==> src/rtl/window_ctrl_pkg.sv <==
// window_ctrl_pkg: state encoding and buffer geometry shared by the window buffer controller
package window_ctrl_pkg;
  typedef logic [2:0] state_t;
  localparam state_t IDLE      = 3'd0;
  localparam state_t LOAD_REQ  = 3'd1;
  localparam state_t LOAD_WAIT = 3'd2;
  localparam state_t SLIDE     = 3'd3;
  localparam state_t SHIFT     = 3'd4;
  localparam state_t DONE      = 3'd5;
  localparam int BUF_ROWS      = 4;
  localparam int WORDS_PER_ROW = 4;
  localparam int WIN_POSITIONS = 13;
  localparam int MAX_COL       = WIN_POSITIONS - 1;
endpackage

==> src/rtl/window_addr_gen.sv <==
// window_addr_gen: memory word address and buffer write slot for the word being fetched
module window_addr_gen #(
  parameter int ADDR_W = 16
) (
  input  logic [ADDR_W-1:0] base_i,
  input  logic [7:0]        img_row_i,
  input  logic [1:0]        load_row_i,
  input  logic [1:0]        word_i,
  output logic [ADDR_W-1:0] mem_addr_o,
  output logic [8:0]        wr_addr_o
);
  assign mem_addr_o = base_i + ADDR_W'({img_row_i, word_i});
  assign wr_addr_o  = {3'b000, load_row_i, word_i, 2'b00};
endmodule

==> src/rtl/window_buffer_ctrl.sv <==
// window_buffer_ctrl: fills the 4-row window buffer from memory and steps 13 windows per band
// WINDOW_CTRL_PERF_EN adds saturating stall_cnt / memwait_cnt outputs
module window_buffer_ctrl
  import window_ctrl_pkg::*;
#(
  parameter int ADDR_W = 16
) (
  input  logic              clk,
  input  logic              rst_n,
  input  logic              start,
  input  logic [ADDR_W-1:0] base_addr,
  input  logic [7:0]        num_rows,
  output logic              mem_rd,
  output logic [ADDR_W-1:0] mem_addr,
  input  logic              mem_rvalid,
  output logic              buf_we,
  output logic              buf_shift_up,
  output logic [8:0]        buf_addr,
  output logic              win_valid,
  input  logic              win_ready,
  output logic [3:0]        win_col,
  output logic [7:0]        win_row,
  output logic              busy,
  output logic              done,
  output logic              err
`ifdef WINDOW_CTRL_PERF_EN
  ,
  output logic [15:0]       stall_cnt,
  output logic [15:0]       memwait_cnt
`endif
);
  state_t state_q, state_d;
  logic [ADDR_W-1:0] base_q, base_d, gen_addr;
  logic [7:0] rows_q, rows_d, band_q, band_d;
  logic [1:0] load_row_q, load_row_d, word_q, word_d;
  logic [3:0] col_q, col_d;
  logic err_q, err_d, accept;
  logic [8:0] wr_addr;
  assign accept = state_q == IDLE && start;
  // initial fill has band=0, refill has load_row=3, so band+load_row is the image row in both
  window_addr_gen #(.ADDR_W(ADDR_W)) u_addr_gen (
    .base_i    (base_q),
    .img_row_i (band_q + 8'(load_row_q)),
    .load_row_i(load_row_q),
    .word_i    (word_q),
    .mem_addr_o(gen_addr),
    .wr_addr_o (wr_addr)
  );
  always_comb begin
    state_d    = state_q;
    base_d     = base_q;
    rows_d     = rows_q;
    band_d     = band_q;
    load_row_d = load_row_q;
    word_d     = word_q;
    col_d      = col_q;
    err_d      = err_q;
    case (state_q)
      IDLE: if (start) begin
        base_d     = base_addr;
        rows_d     = num_rows;
        band_d     = '0;
        load_row_d = '0;
        word_d     = '0;
        col_d      = '0;
        err_d      = num_rows < 8'(BUF_ROWS);
        state_d    = num_rows < 8'(BUF_ROWS) ? DONE : LOAD_REQ;
      end
      LOAD_REQ: state_d = LOAD_WAIT;
      LOAD_WAIT: if (mem_rvalid) begin
        word_d     = word_q + 2'd1;
        load_row_d = word_q == 2'(WORDS_PER_ROW - 1) && load_row_q != 2'(BUF_ROWS - 1) ? load_row_q + 2'd1 : load_row_q;
        col_d      = '0;
        state_d    = word_q == 2'(WORDS_PER_ROW - 1) && load_row_q == 2'(BUF_ROWS - 1) ? SLIDE : LOAD_REQ;
      end
      SLIDE: if (win_ready) begin
        col_d   = col_q == 4'(MAX_COL) ? 4'd0 : col_q + 4'd1;
        state_d = col_q != 4'(MAX_COL) ? SLIDE : band_q == rows_q - 8'(BUF_ROWS) ? DONE : SHIFT;
      end
      SHIFT: begin
        band_d  = band_q + 8'd1;
        state_d = LOAD_REQ;
      end
      DONE: state_d = IDLE;
      default: state_d = IDLE;
    endcase
  end
  always_ff @(posedge clk or negedge rst_n) begin
    if (!rst_n) begin
      state_q    <= IDLE;
      base_q     <= '0;
      rows_q     <= '0;
      band_q     <= '0;
      load_row_q <= '0;
      word_q     <= '0;
      col_q      <= '0;
      err_q      <= 1'b0;
    end else begin
      state_q    <= state_d;
      base_q     <= base_d;
      rows_q     <= rows_d;
      band_q     <= band_d;
      load_row_q <= load_row_d;
      word_q     <= word_d;
      col_q      <= col_d;
      err_q      <= err_d;
    end
  end
  assign mem_rd       = state_q == LOAD_REQ;
  assign mem_addr     = mem_rd ? gen_addr : '0;
  assign buf_we       = state_q == LOAD_WAIT && mem_rvalid;
  assign buf_shift_up = state_q == SHIFT;
  assign win_valid    = state_q == SLIDE;
  assign buf_addr     = buf_we ? wr_addr : win_valid ? {5'b0, col_q} : 9'd0;
  assign win_col      = col_q;
  assign win_row      = band_q;
  assign busy         = state_q != IDLE;
  assign done         = state_q == DONE;
  assign err          = err_q;
`ifdef WINDOW_CTRL_PERF_EN
  logic [15:0] stall_q, memwait_q;
  always_ff @(posedge clk or negedge rst_n) begin
    if (!rst_n) begin
      stall_q   <= '0;
      memwait_q <= '0;
    end else if (accept) begin
      stall_q   <= '0;
      memwait_q <= '0;
    end else begin
      stall_q   <= state_q == SLIDE && !win_ready && stall_q != 16'hFFFF ? stall_q + 16'd1 : stall_q;
      memwait_q <= state_q == LOAD_WAIT && !mem_rvalid && memwait_q != 16'hFFFF ? memwait_q + 16'd1 : memwait_q;
    end
  end
  assign stall_cnt   = stall_q;
  assign memwait_cnt = memwait_q;
`else
  logic unused_accept;
  assign unused_accept = accept;
`endif
endmodule

==> config.mk <==
export PLATFORM = sky130hd
export DESIGN_NAME = window_buffer_ctrl
export DESIGN_NICKNAME = d
export VERILOG_FILES = /design/src/rtl/window_ctrl_pkg.sv /design/src/rtl/window_addr_gen.sv /design/src/rtl/window_buffer_ctrl.sv
export SDC_FILE = /design/constraint.sdc
export NUM_CORES = 1
export LEC_CHECK = 0
export ABC_AREA = 1
export BUFFER_PORTS_ARGS = -buffer_cell sky130_fd_sc_hd__buf_2
export CAP_MARGIN = 20
export CORE_MARGIN = 10
export CORE_UTILIZATION = 35
export DETAILED_ROUTE_END_ITERATION = 6
export PLACE_DENSITY = 0.55
export RECOVER_POWER = 100
export SYNTH_ARGS = -nofsm -noshare
export SYNTH_HDL_FRONTEND = slang
export SYNTH_HIERARCHICAL = 1
export SYNTH_SLANG_ARGS = --single-unit
==> constraint.sdc <==
create_clock -name clk -period 6.3 [get_ports clk]
set_input_delay 0 -clock clk [delete_from_list [all_inputs] [get_ports clk]]
set_output_delay 0 -clock clk [all_outputs]
set_load 0.01 [all_outputs]
After elaboration in Yosys (flattened, before gate mapping)
Cells that the tools add are included.

$add $sub $neg: 7. Magnitude comparators: 1. Eq/ne operators: 15. Multiplexer cells: 24. Reductions and logical operators: 14.

Operators by type and width (number): 4-bit 2-to-1 mux (5); 16-bit by 10-bit adder with 16-bit output (1); 16-bit 2-to-1 mux (1); 8-bit one-hot mux with 2 select lines (1); 3-bit 2-to-1 mux (5); 3-bit one-hot mux with 5 select lines (1); 4-bit one-hot mux with 3 select lines (1); 2-bit 2-to-1 mux (5); 8-bit by 1-bit adder with 8-bit output (second input constant) (1); 8-bit by 2-bit adder with 8-bit output (1); 8-bit equality test (1); 8-bit by 3-bit less-than comparator with 1-bit output (second input constant) (1); 8-bit 2-to-1 mux (1); 2-bit != test (second input constant) (4); 2-bit one-hot mux with 2 select lines (2); 4-bit AND reduction (2); 8-bit by 3-bit subtractor with 8-bit output (second input constant) (1); 3-bit by 2-bit equality test with 1-bit output (second input constant) (2); 3-bit equality test (second input constant) (2); 6-bit 2-to-1 mux (1); 3-bit AND reduction (2); 3-bit nonzero test (2); 2-bit by 1-bit adder with 2-bit output (second input constant) (2); 4-bit by 1-bit adder with 4-bit output (second input constant) (1); other kinds (10) (15).

Flip-flop bits (word level): 44. Output and inout bits: 44. Word-level logic and storage cells: 69.

Longest topological paths before layout
Word-level depth: 6. Depth in mapped cells: 17. Gate-level depth less buffers: 17.

Modules after synthesis
Netlist, hierarchy kept.

Modules (own cells, without submodules): window_buffer_ctrl (instances 1, cells an instance 374, area each 2711.4 um^2, sequential area each 1101.1 um^2); window_addr_gen (instances 1, cells an instance 153, area each 810.8 um^2, sequential area each 0.0 um^2).

Least setup slack after synthesis
Ideal clock, no wire load.

Kind: flip-flop to output port. Start point: register band_q[0], in the netlist win_row[0]. End point: output mem_addr[13]. Arrival: 2.589 ns. Required time: 6.300 ns. Setup slack: 3.711 ns. Cell stages (with the launch flop): 18. Buffers on the path: 0. Cell sequence: dfrtp_1 ha_1 inv_1 fa_1 nor2_1 nand3_1 xor2_1 ha_1 nand2_1 inv_1 nand2_1 nor3_1 nand2_1 nand2_1 nand2_1 nand2_1 inv_1 nor2_1.

Longest elaborated chain between the ends: 3.

RTL lines: start: declaration (line window_buffer_ctrl.sv:34) `logic [7:0] rows_q, rows_d, band_q, band_d;`; start signal: assignment (line window_buffer_ctrl.sv:102) `band_q <= band_d;`; 8-bit by 2-bit adder with 8-bit output (line window_buffer_ctrl.sv:43) `.img_row_i (band_q + 8'(load_row_q)),`; 16-bit by 10-bit adder with 16-bit output (line window_addr_gen.sv:12) `assign mem_addr_o = base_i + ADDR_W'({img_row_i, word_i});`; net gen_addr[13] (line window_buffer_ctrl.sv:33) `logic [ADDR_W-1:0] base_q, base_d, gen_addr;`; 16-bit 2-to-1 mux (line window_buffer_ctrl.sv:110) `assign mem_addr = mem_rd ? gen_addr : '0;`; end: declaration (line window_buffer_ctrl.sv:14) `output logic [ADDR_W-1:0] mem_addr,`.

The timed path passes the listed nets, and every way through them passes these cells.

Worst setup path in the final report
Start point: register state_q[0]. End point: register word_q[0].

Longest elaborated chain between the ends: 3. Elaborated cells on any way between the ends: 7. Classes of those cells: eq/ne (3); mux (1); reduce/logical (3).

RTL lines: start: declaration (line window_buffer_ctrl.sv:32) `state_t state_q, state_d;`; start signal: assignment (line window_buffer_ctrl.sv:99) `state_q <= state_d;`; 3-bit by 2-bit equality test with 1-bit output / 3-bit zero test (equally long branches) (line window_buffer_ctrl.sv:58) `case (state_q)`; 2-bit != test (no line) / 2-bit nonzero test (equally long branches); 3-bit AND reduction (no line); end signal: assignment (line window_buffer_ctrl.sv:104) `word_q <= word_d;`; end: declaration (line window_buffer_ctrl.sv:35) `logic [1:0] load_row_q, load_row_d, word_q, word_d;`.

Several ways; a longest one is shown, not always the timed one. A chain may end at the register's enable or synchronous reset.

==> summary.txt <==
Final layout
  • Fill cells: 1064
  • Number of diodes: 0
  • Layout Cells excl Fill: 748
  • Core Util, Final: 42.8%
  • Layout cell share with drive strength beyond 1: 9.92%
  • Area added between synthesis and finish: 18.8%
  • Layout Nets: 663
  • Finished layout cell area: 4190 um2

Synthesis
  • YS warnings: 6
  • Post-Syn Area: 3520 um2
  • Cell count after synthesis: 527
  • Synth top area cells: dfrtp_1 31%, nand2_1 19%, inv_1 8.4%
  • Post-synth ARST share: 100%
  • Synth area leader: dfrtp_1
  • Post-synthesis sequential area ratio: 31.3%
  • FF+latch count, synth: 44
  • Mapped Avg Cell Area: 6.68 um2
  • Yosys top cell area share: 31.3%
  • Post-synth EDFFs: 0
  • Post-synth top cells: 175 x nand2_1, 79 x inv_1, 56 x nor2_1
  • Top-count cell post-synth: nand2_1
  • Synth unique cells: 40
  • Ys flop type: dfrtp_1

Route
  • Vias: 3281
  • DR iter-0 viols: 141
  • ANT nets after route: 0
  • WL/cell: 12.0 um
  • Residual DRC: 0
  • DR vias/cell: 4.39
  • Routed WL: 8970 um
  • Initial DRT Pass Iterations: 4

Timing
  • Fmax achieved: 257 MHz
  • Layout Skew: 6.21 ps
  • Fin crit period: 3900 ps
  • Setup WS post-layout: 2400 ps
  • Least-Margin Pin Slew: 2150 ps
  • Setup TNS: 0 ps
  • Fin. Hold Viols: 0
  • Final critical-path share of the clock period: 61.9%
  • Worst slew margin: -44.0%
  • Max-slew violations: 68
  • Hold Slack: 84.7 ps
  • Setup Viol. Count Final: 0
  • RSZ-0062 raised after global routing: false

Global route
  • Via count of the first global-routing pass: 3268
  • GRT Util Overall: 12.3%
  • Overflow after GRT: 0
  • Initial antenna violation count: 0
  • Pin count of the biggest net entering global routing: 45
  • First-pass GRT wire length: 15000 um

Setup path
  • CP Data Required Time: 6520 ps
  • Crit path arrival time: 4120 ps
  • Crit path launch type: flip-flop
  • CP Capture Type: flip-flop
  • Worst-path fanout max: 35
  • Crit path kind: reg2reg

Floorplanning
  • Die Y: 120 um
  • Initial Util: 36.0%
  • Num rows: 36
  • Die Width: 120 um
  • I/O Pins: 73
  • Core Area: 9770 um2
  • Full die area: 14500 um2

Clocking
  • Latest clock arrival within the worst-skew pair: 300 ps
  • Root buffer cell: clkbuf_8
  • Setup bufs post-CTS: 0
  • CTS buffer count: 5
  • H-tree depth: 2
  • CTS tree: built
  • Reg clk slew, reported paths: 90 ps
  • Sink Count: 44
  • Max clock buf depth: 2

Run status
  • Failing checks: capacitance limit, slew limit
  • Run status: complete, but fails checks

Placed design
  • DP HPWL: 6970 um
  • Pre-CTS setup slack: 3460 ps
  • Placed cell count: 713
  • Routability-driven placement congestion ratio: 0.823
  • Area of placed instances: 3930 um2
  • Buffers on Ports: 69

Min path
  • HP Class: in2reg

Power and ir drop
  • Max VDD drop: 0.123 mV
  • Power Dens Cells: 353 nW/um2
  • Total Power: 1.48 mW
  • Leakage: 2.32 nW

Flow run
  • MaxCap Viol Count: 2
cell type report:
type,count,area [um2],area share [%]
multi-input combinational,375,1890,45.3
sequential,44,1100,26.3
timing repair buffer,96,566,13.5
clock buffer,6,72.6,1.73
clock inverter,2,35.0,0.837
inverter,92,350,8.37
tap,133,166,3.98
layer usage:
layer	routed length [um]	track usage [%]
met1	4300	15.2
met2	4130	20.7
met3	427	3.35
met4	111	2.94
met5	0	0
where the power goes:
group	leakage [nW]	total [mW]	internal [mW]	switching, mW
Sequential	0.569	0.475	0.379	0.0957
Clock	0.0552	0.219	0.118	0.101
Combinational	1.70	0.784	0.284	0.500
layout by cell type, fill, tap and decap left out, drive strengths merged, types with 6 or more instances in the layout:
| cell | count |
|---|---|
| a21oi | 12 |
| buf | 34 |
| clkbuf | 42 |
| dfrtp | 44 |
| dlygate4sd3 | 26 |
| ha | 18 |
| inv | 92 |
| nand2 | 182 |
| nand3 | 26 |
| nor2 | 62 |
| nor3 | 6 |
| o21ai | 26 |
| xor2 | 14 |
sequential cells by signal, summed over array words and instances (netlist names):
name        cells
word_q          2
rows_q          8
win_col         4
load_row_q      2
state_q         3
win_row         8
base_q         16
err             1
worst paths after layout:
path | start | endpoint | slack, ps | depth (start not counted)
worst max-delay path | state_q[0] | word_q[0] | 2400 | 7
worst min-delay path | mem_rvalid | state_q[1] | 80 | 4
worst max register to register | state_q[0] | word_q[0] | 2400 | 7
worst min register to register | base_q[6] | base_q[6] | 490 | 2
max in group asynchronous | rst_n | base_q[7] | 3940 | 3
min in group asynchronous | rst_n | win_col[0] | 290 | 2
critical path: stages, from the launching register on:
cell and delay, ps:
dfrtp_1 420, nor2_1 140, nand2_1 180, nor2_1 1630, inv_1 960, nand2_1 320, nand3_1 90, o21ai_0 70
cell families (layout without fill, tap and decap cells):
| family | after synthesis | after routing | share of synthesized area, % |
|---|---|---|---|
| compound gates | 47 | 47 | 8.21 |
| other cells | 1 | 5 | 0.106 |
| xor+xnor | 19 | 19 | 4.72 |
| buf+inv | 112 | 196 | 13.4 |
| simple gates | 284 | 284 | 34.7 |
| fa+ha+maj | 20 | 20 | 7.53 |
| flops | 44 | 44 | 31.3 |
what timing repair did:
| action | CTS | global route |
|---|---|---|
| hold endpoints to repair | 69 | 0 |
| gates resized for setup | 0 | 0 |
| hold buffers | 26 | 0 |
(Power assumes the default switching activity.)
